### config.mk
export PLATFORM = sky130hd
export DESIGN_NAME = fetch_unit
export DESIGN_NICKNAME = d
export VERILOG_FILES = /design/src/rtl/fetch_unit.sv
export SDC_FILE = /design/constraint.sdc
export NUM_CORES = 1
export LEC_CHECK = 0
export CORE_MARGIN = 1
export CORE_UTILIZATION = 37
export DETAILED_ROUTE_END_ITERATION = 10
export PLACE_DENSITY = 0.7
export SLEW_MARGIN = 0
export SYNTH_ARGS = -nofsm -noshare
export SYNTH_HDL_FRONTEND = slang
export SYNTH_SLANG_ARGS = --single-unit
### constraint.sdc
create_clock -name clk -period 6.7 [get_ports clk]
set_input_delay 1.675 -clock clk [delete_from_list [all_inputs] [get_ports clk]]
set_output_delay 1.675 -clock clk [all_outputs]
set_load 0.005 [all_outputs]
### src/rtl/fetch_unit.sv
// Instruction fetch unit: request / wait / hold FSM with branch-aware next-PC selection.
// Optional misaligned-target trap is enabled by defining FETCH_ALIGN_CHECK_EN.
module fetch_unit #(
    parameter logic [63:0] RESET_PC = 64'h0
) (
    input  logic        clk,
    input  logic        reset,
    output logic        imem_req,
    output logic [63:0] imem_addr,
    input  logic        imem_ready,
    input  logic        imem_rvalid,
    input  logic [31:0] imem_rdata,
    output logic [31:0] instr,
    output logic [63:0] instr_pc,
    output logic        instr_valid,
    input  logic        advance,
    input  logic        branch_taken,
    input  logic        branch_reg,
    input  logic [63:0] sext_imm,
    input  logic [63:0] reg_target,
    output logic        fetch_fault
);

    typedef enum logic [1:0] {
        S_REQ,
        S_WAIT,
        S_HOLD
`ifdef FETCH_ALIGN_CHECK_EN
        , S_FAULT
`endif
    } state_t;

    state_t      state_q, state_d;
    logic [63:0] pc_q, pc_d;
    logic [31:0] instr_q, instr_d;
    logic [63:0] instr_pc_q, instr_pc_d;
    logic [63:0] target;

    // Register target wins over the PC-relative one; arithmetic wraps silently.
    assign target = branch_reg   ? reg_target :
                    branch_taken ? instr_pc_q + (sext_imm << 2) :
                                   instr_pc_q + 64'd4;

    always_comb begin
        state_d    = state_q;
        pc_d       = pc_q;
        instr_d    = instr_q;
        instr_pc_d = instr_pc_q;
        case (state_q)
            S_REQ: begin
                if (imem_ready) state_d = S_WAIT;
            end
            S_WAIT: begin
                if (imem_rvalid) begin
                    instr_d    = imem_rdata;
                    instr_pc_d = pc_q;
                    state_d    = S_HOLD;
                end
            end
            S_HOLD: begin
                if (advance) begin
                    pc_d    = target;
                    state_d = S_REQ;
`ifdef FETCH_ALIGN_CHECK_EN
                    if (target[1:0] != 2'b00) state_d = S_FAULT;
`endif
                end
            end
`ifdef FETCH_ALIGN_CHECK_EN
            S_FAULT: begin
                state_d = S_FAULT;
            end
`endif
            default: begin
                state_d = S_REQ;
            end
        endcase
    end

    always_ff @(posedge clk) begin
        if (reset) begin
            state_q    <= S_REQ;
            pc_q       <= RESET_PC;
            instr_q    <= 32'h0;
            instr_pc_q <= 64'h0;
        end else begin
            state_q    <= state_d;
            pc_q       <= pc_d;
            instr_q    <= instr_d;
            instr_pc_q <= instr_pc_d;
        end
    end

    // Outputs are forced quiet for the whole reset cycle, not just after the first edge.
    assign imem_req    = !reset && (state_q == S_REQ);
    assign imem_addr   = pc_q;
    assign instr       = reset ? 32'h0 : instr_q;
    assign instr_pc    = reset ? 64'h0 : instr_pc_q;
    assign instr_valid = !reset && (state_q == S_HOLD);

`ifdef FETCH_ALIGN_CHECK_EN
    assign fetch_fault = !reset && (state_q == S_FAULT);
`else
    assign fetch_fault = 1'b0;
`endif

endmodule

==> results.sh <==
export IMPL_synth_edf_count=0
export IMPL_cts_buffer_depth=2
export IMPL_postLayoutCoreUtil_pct=51.7
export IMPL_clkSlewWorstSetupHoldPaths_ns=0.07
export IMPL_p_total_w=0.00235
export IMPL_synth_xor_area_share_pct=3.98
export IMPL_finalNetCount=1993
export IMPL_dp_hpwl_mm=26.7
export IMPL_reg2reg_depth=12
export IMPL_antenna_found_initial=1
export IMPL_clkPwrFrac_pct=43.0
export IMPL_sequentialPowerShare_pct=42.2
export IMPL_setup_tns_ns=0
export IMPL_finClkSkew_ns=0.0174
export IMPL_post_cts_hold_buffer_count=0
export IMPL_synth_async_reset_ratio_pct=0
export IMPL_crit_type="input port to flip-flop"
export IMPL_cts_tree="yes"
export IMPL_crit_slowest_cell="a31oi_1"
export IMPL_period_share_pct=75.9
export IMPL_clockRootBuffer="clkbuf_16"
export IMPL_critPathCaptureType="flip-flop"
export IMPL_dpl_instance_area_um2=14400
export IMPL_fp_row_count=62
export IMPL_grt_use_total_pct=23.6
export IMPL_wire_per_inst_um=17.1
export IMPL_avgSynthCellArea_um2=7.25
export IMPL_internal_power_w=0.00169
export IMPL_netlist_area_um2=11000
export IMPL_ys_ff_latch=162
export IMPL_ant_nets=0
export IMPL_fmax_mhz=197
export IMPL_drt_initial_drc_count=758
export IMPL_overflow=0
export IMPL_yosys_warnings=0
export IMPL_port_buffers=326
export IMPL_pwr_share_comb_pct=14.8
export IMPL_final_area_um2=15000
export IMPL_swShare_pct=28.1
export IMPL_yosys_mux_area_fraction_pct=0.728
export IMPL_cpMostUsedCell="o211ai_2"
export IMPL_firstDrtPassIters=5
export IMPL_vdd_drop_max_v=0.000126
export IMPL_rrSetupSlack_ns=3.05
export IMPL_synth_top_family_by_area="simple AND/OR/NAND/NOR gates"
export IMPL_slew_violations=0
export IMPL_routed_via_count=11700
export IMPL_critPathMaxStageDelay_ns=0.52
export IMPL_cts_setup_buffers=0
export IMPL_cts_sinks=162
export IMPL_dominantRegCellSynth="dfxtp_1"
export IMPL_grt_first_pass_wirelength_mm=57.5
export IMPL_cp_arrival_ns=5.42
export IMPL_p_sw_w=0.000661
export IMPL_rsz0062_at_grt="false"
export IMPL_ys_seq_area_share_pct=29.5
export IMPL_layout_min_cycle_time_ns=5.09
export IMPL_cts_max_level=4
export IMPL_final_common_cell="clkdlybuf4s50_1"
export IMPL_finalWirelength_mm=36.9
export IMPL_die_area_um2=30400
export IMPL_crit_fanout=5
export IMPL_setup_viol=0
export IMPL_critPathTopFamily="compound AO/OA/AOI/OAI gates"
export IMPL_hold_class="flip-flop to flip-flop"
export IMPL_ys_types=75
export IMPL_critPathLaunchType="input port"
export IMPL_crit_chain="clkdlybuf4s50_1, nand2b_1, ha_1, fa_1, a211oi_2, o211ai_1, a31o_4, a311oi_2, o211ai_2, a31oi_1, o211ai_2, xor2_1, nand2_1, a311oi_1"
export IMPL_final_cell_mix="323 x clkdlybuf4s50_1, 307 x nand2_1, 194 x a21oi_1"
export IMPL_numCtsBuffers=17
export IMPL_syn_instance_count=1516
export IMPL_io_pins=330
export IMPL_area_growth_pct=36.1
export IMPL_syn_nets=1745
export IMPL_powerDensity_nw_per_um2=157
export IMPL_initial_utilization_pct=38.0
export IMPL_insertion_delay_ns=0.43
export IMPL_cp_buffers_inverters=1
export IMPL_fp_dieW_um=174
export IMPL_p_leak_nw=5.58
export IMPL_synth_simple_area_share_pct=29.1
export IMPL_core_um2=28900
export IMPL_hold_depth=2
export IMPL_gp_congestion=0.905
export IMPL_synthAdderAreaFrac_pct=7.12
export IMPL_worstMarginPinSlew_ns=0.979
export IMPL_status="completed"
export IMPL_slew_headroom_pct=34.7
export IMPL_drcViolationCount=0
export IMPL_die_h_um=174
export IMPL_synth_compound_area_share_pct=24.4
export IMPL_avgViaCountPerCell=5.39
export IMPL_path_depth=14
export IMPL_cts_resized=0
export IMPL_drive_above_1_share_pct=3.94
export IMPL_grt_max_degree=140
export IMPL_report_final_hold_viol_count=0
export IMPL_required_ns=7.04
export IMPL_grt_pass1_vias=10800
export IMPL_drv_cap=0
## cells by family after synthesis
logic type                 count (synthesis)
xor gates and xnor gates                  50
adders and majority gates                 62
AOI/OAI and AO/OA                        436
and+or+nand+nor                          668
buffers and inverters                    129
muxes                                      8
DFF                                      162
other                                      1
## metrics by stage
stage	hold slack, ns	setup WS (ns)	instances
2_1_floorplan	0.432	2.24	1516
3_3_place_gp	0.437	1.24	2129
3_5_place_dp	0.442	1.21	2129
4_1_cts	0.452	1.60	2161
5_1_grt	0.469	1.45	2162
6_report	0.450	1.61	2163
## worst paths after layout
| path | from | end |
|---|---|---|
| hold / removal | instr_q[6] | instr_q[6] |
| setup reg to reg | instr_pc_q[2] | imem_addr[60] |
| setup / recovery | sext_imm[0] | imem_addr[60] |
| hold reg to reg | instr_q[6] | instr_q[6] |
## synth_stat cells, types with 13 or more instances
cell type / instances / area [um2]
nand3_1: 16 / 80.1
nor2b_1: 101 / 632
nor3_1: 21 / 105
ha_1: 61 / 763
o21ai_0: 76 / 380
nor2_1: 80 / 300
and2_1: 67 / 419
dfxtp_1: 162 / 3240
a211oi_1: 20 / 150
a31oi_1: 15 / 93.8
nand2_1: 307 / 1150
nand4_1: 20 / 125
and3_1: 14 / 87.6
o211ai_1: 23 / 173
xnor2_1: 35 / 307
a21o_1: 30 / 225
o21bai_1: 13 / 97.6
a21oi_1: 194 / 971
inv_1: 18 / 67.6
clkbuf_1: 89 / 334
xor2_1: 15 / 131
## power by group through the flow
stage	Clock (W)	Combinational, W	Sequential [W]
finish	0.00101	0.000349	0.000993
CTS	0.00102	0.000349	0.000993
detailed placement	0	0.000347	0.00101
global route	0.00106	0.000378	0.000995
floorplan	0	0.000174	0.00101
global placement	0	0.000344	0.00101
## worst register-to-register path, cell delays in order, from the launching register on
cell	delay (ns)
dfxtp_1	0.33
ha_1	0.25
fa_1	0.45
a211oi_2	0.28
o211ai_1	0.17
a31o_4	0.28
a311oi_2	0.41
o211ai_2	0.24
a31oi_1	0.52
o211ai_2	0.14
xor2_1	0.15
nand2_1	0.07
a311oi_1	0.27
## layout make-up
class                   instances  area [um2]
inverters                      19        71.3
repair buffers                339        3380
fillers                      2763       14000
clock inverters                13         138
clock buffers                  19         443
flip-flops and latches        162        3240
diodes                          2        5.00
multi-input cells            1225        7210
well taps                     384         480
## registers in the layout, summed over array words and instances (netlist names)
register and count:
state_q 2, imem_addr 64, instr_pc_q 64, instr_q 32
## layer usage
layer | share of wire [%] | up-vias | GRT usage, %
li1 | - | 5749 | -
met2 | 47 | 457 | 38.5
met3 | 5.8 | 60 | 3.94
met4 | 2.1 | 0 | 6.83
met1 | 46 | 5388 | 31.7
met5 | 0 | - | 0
(Power assumes the default switching activity.)
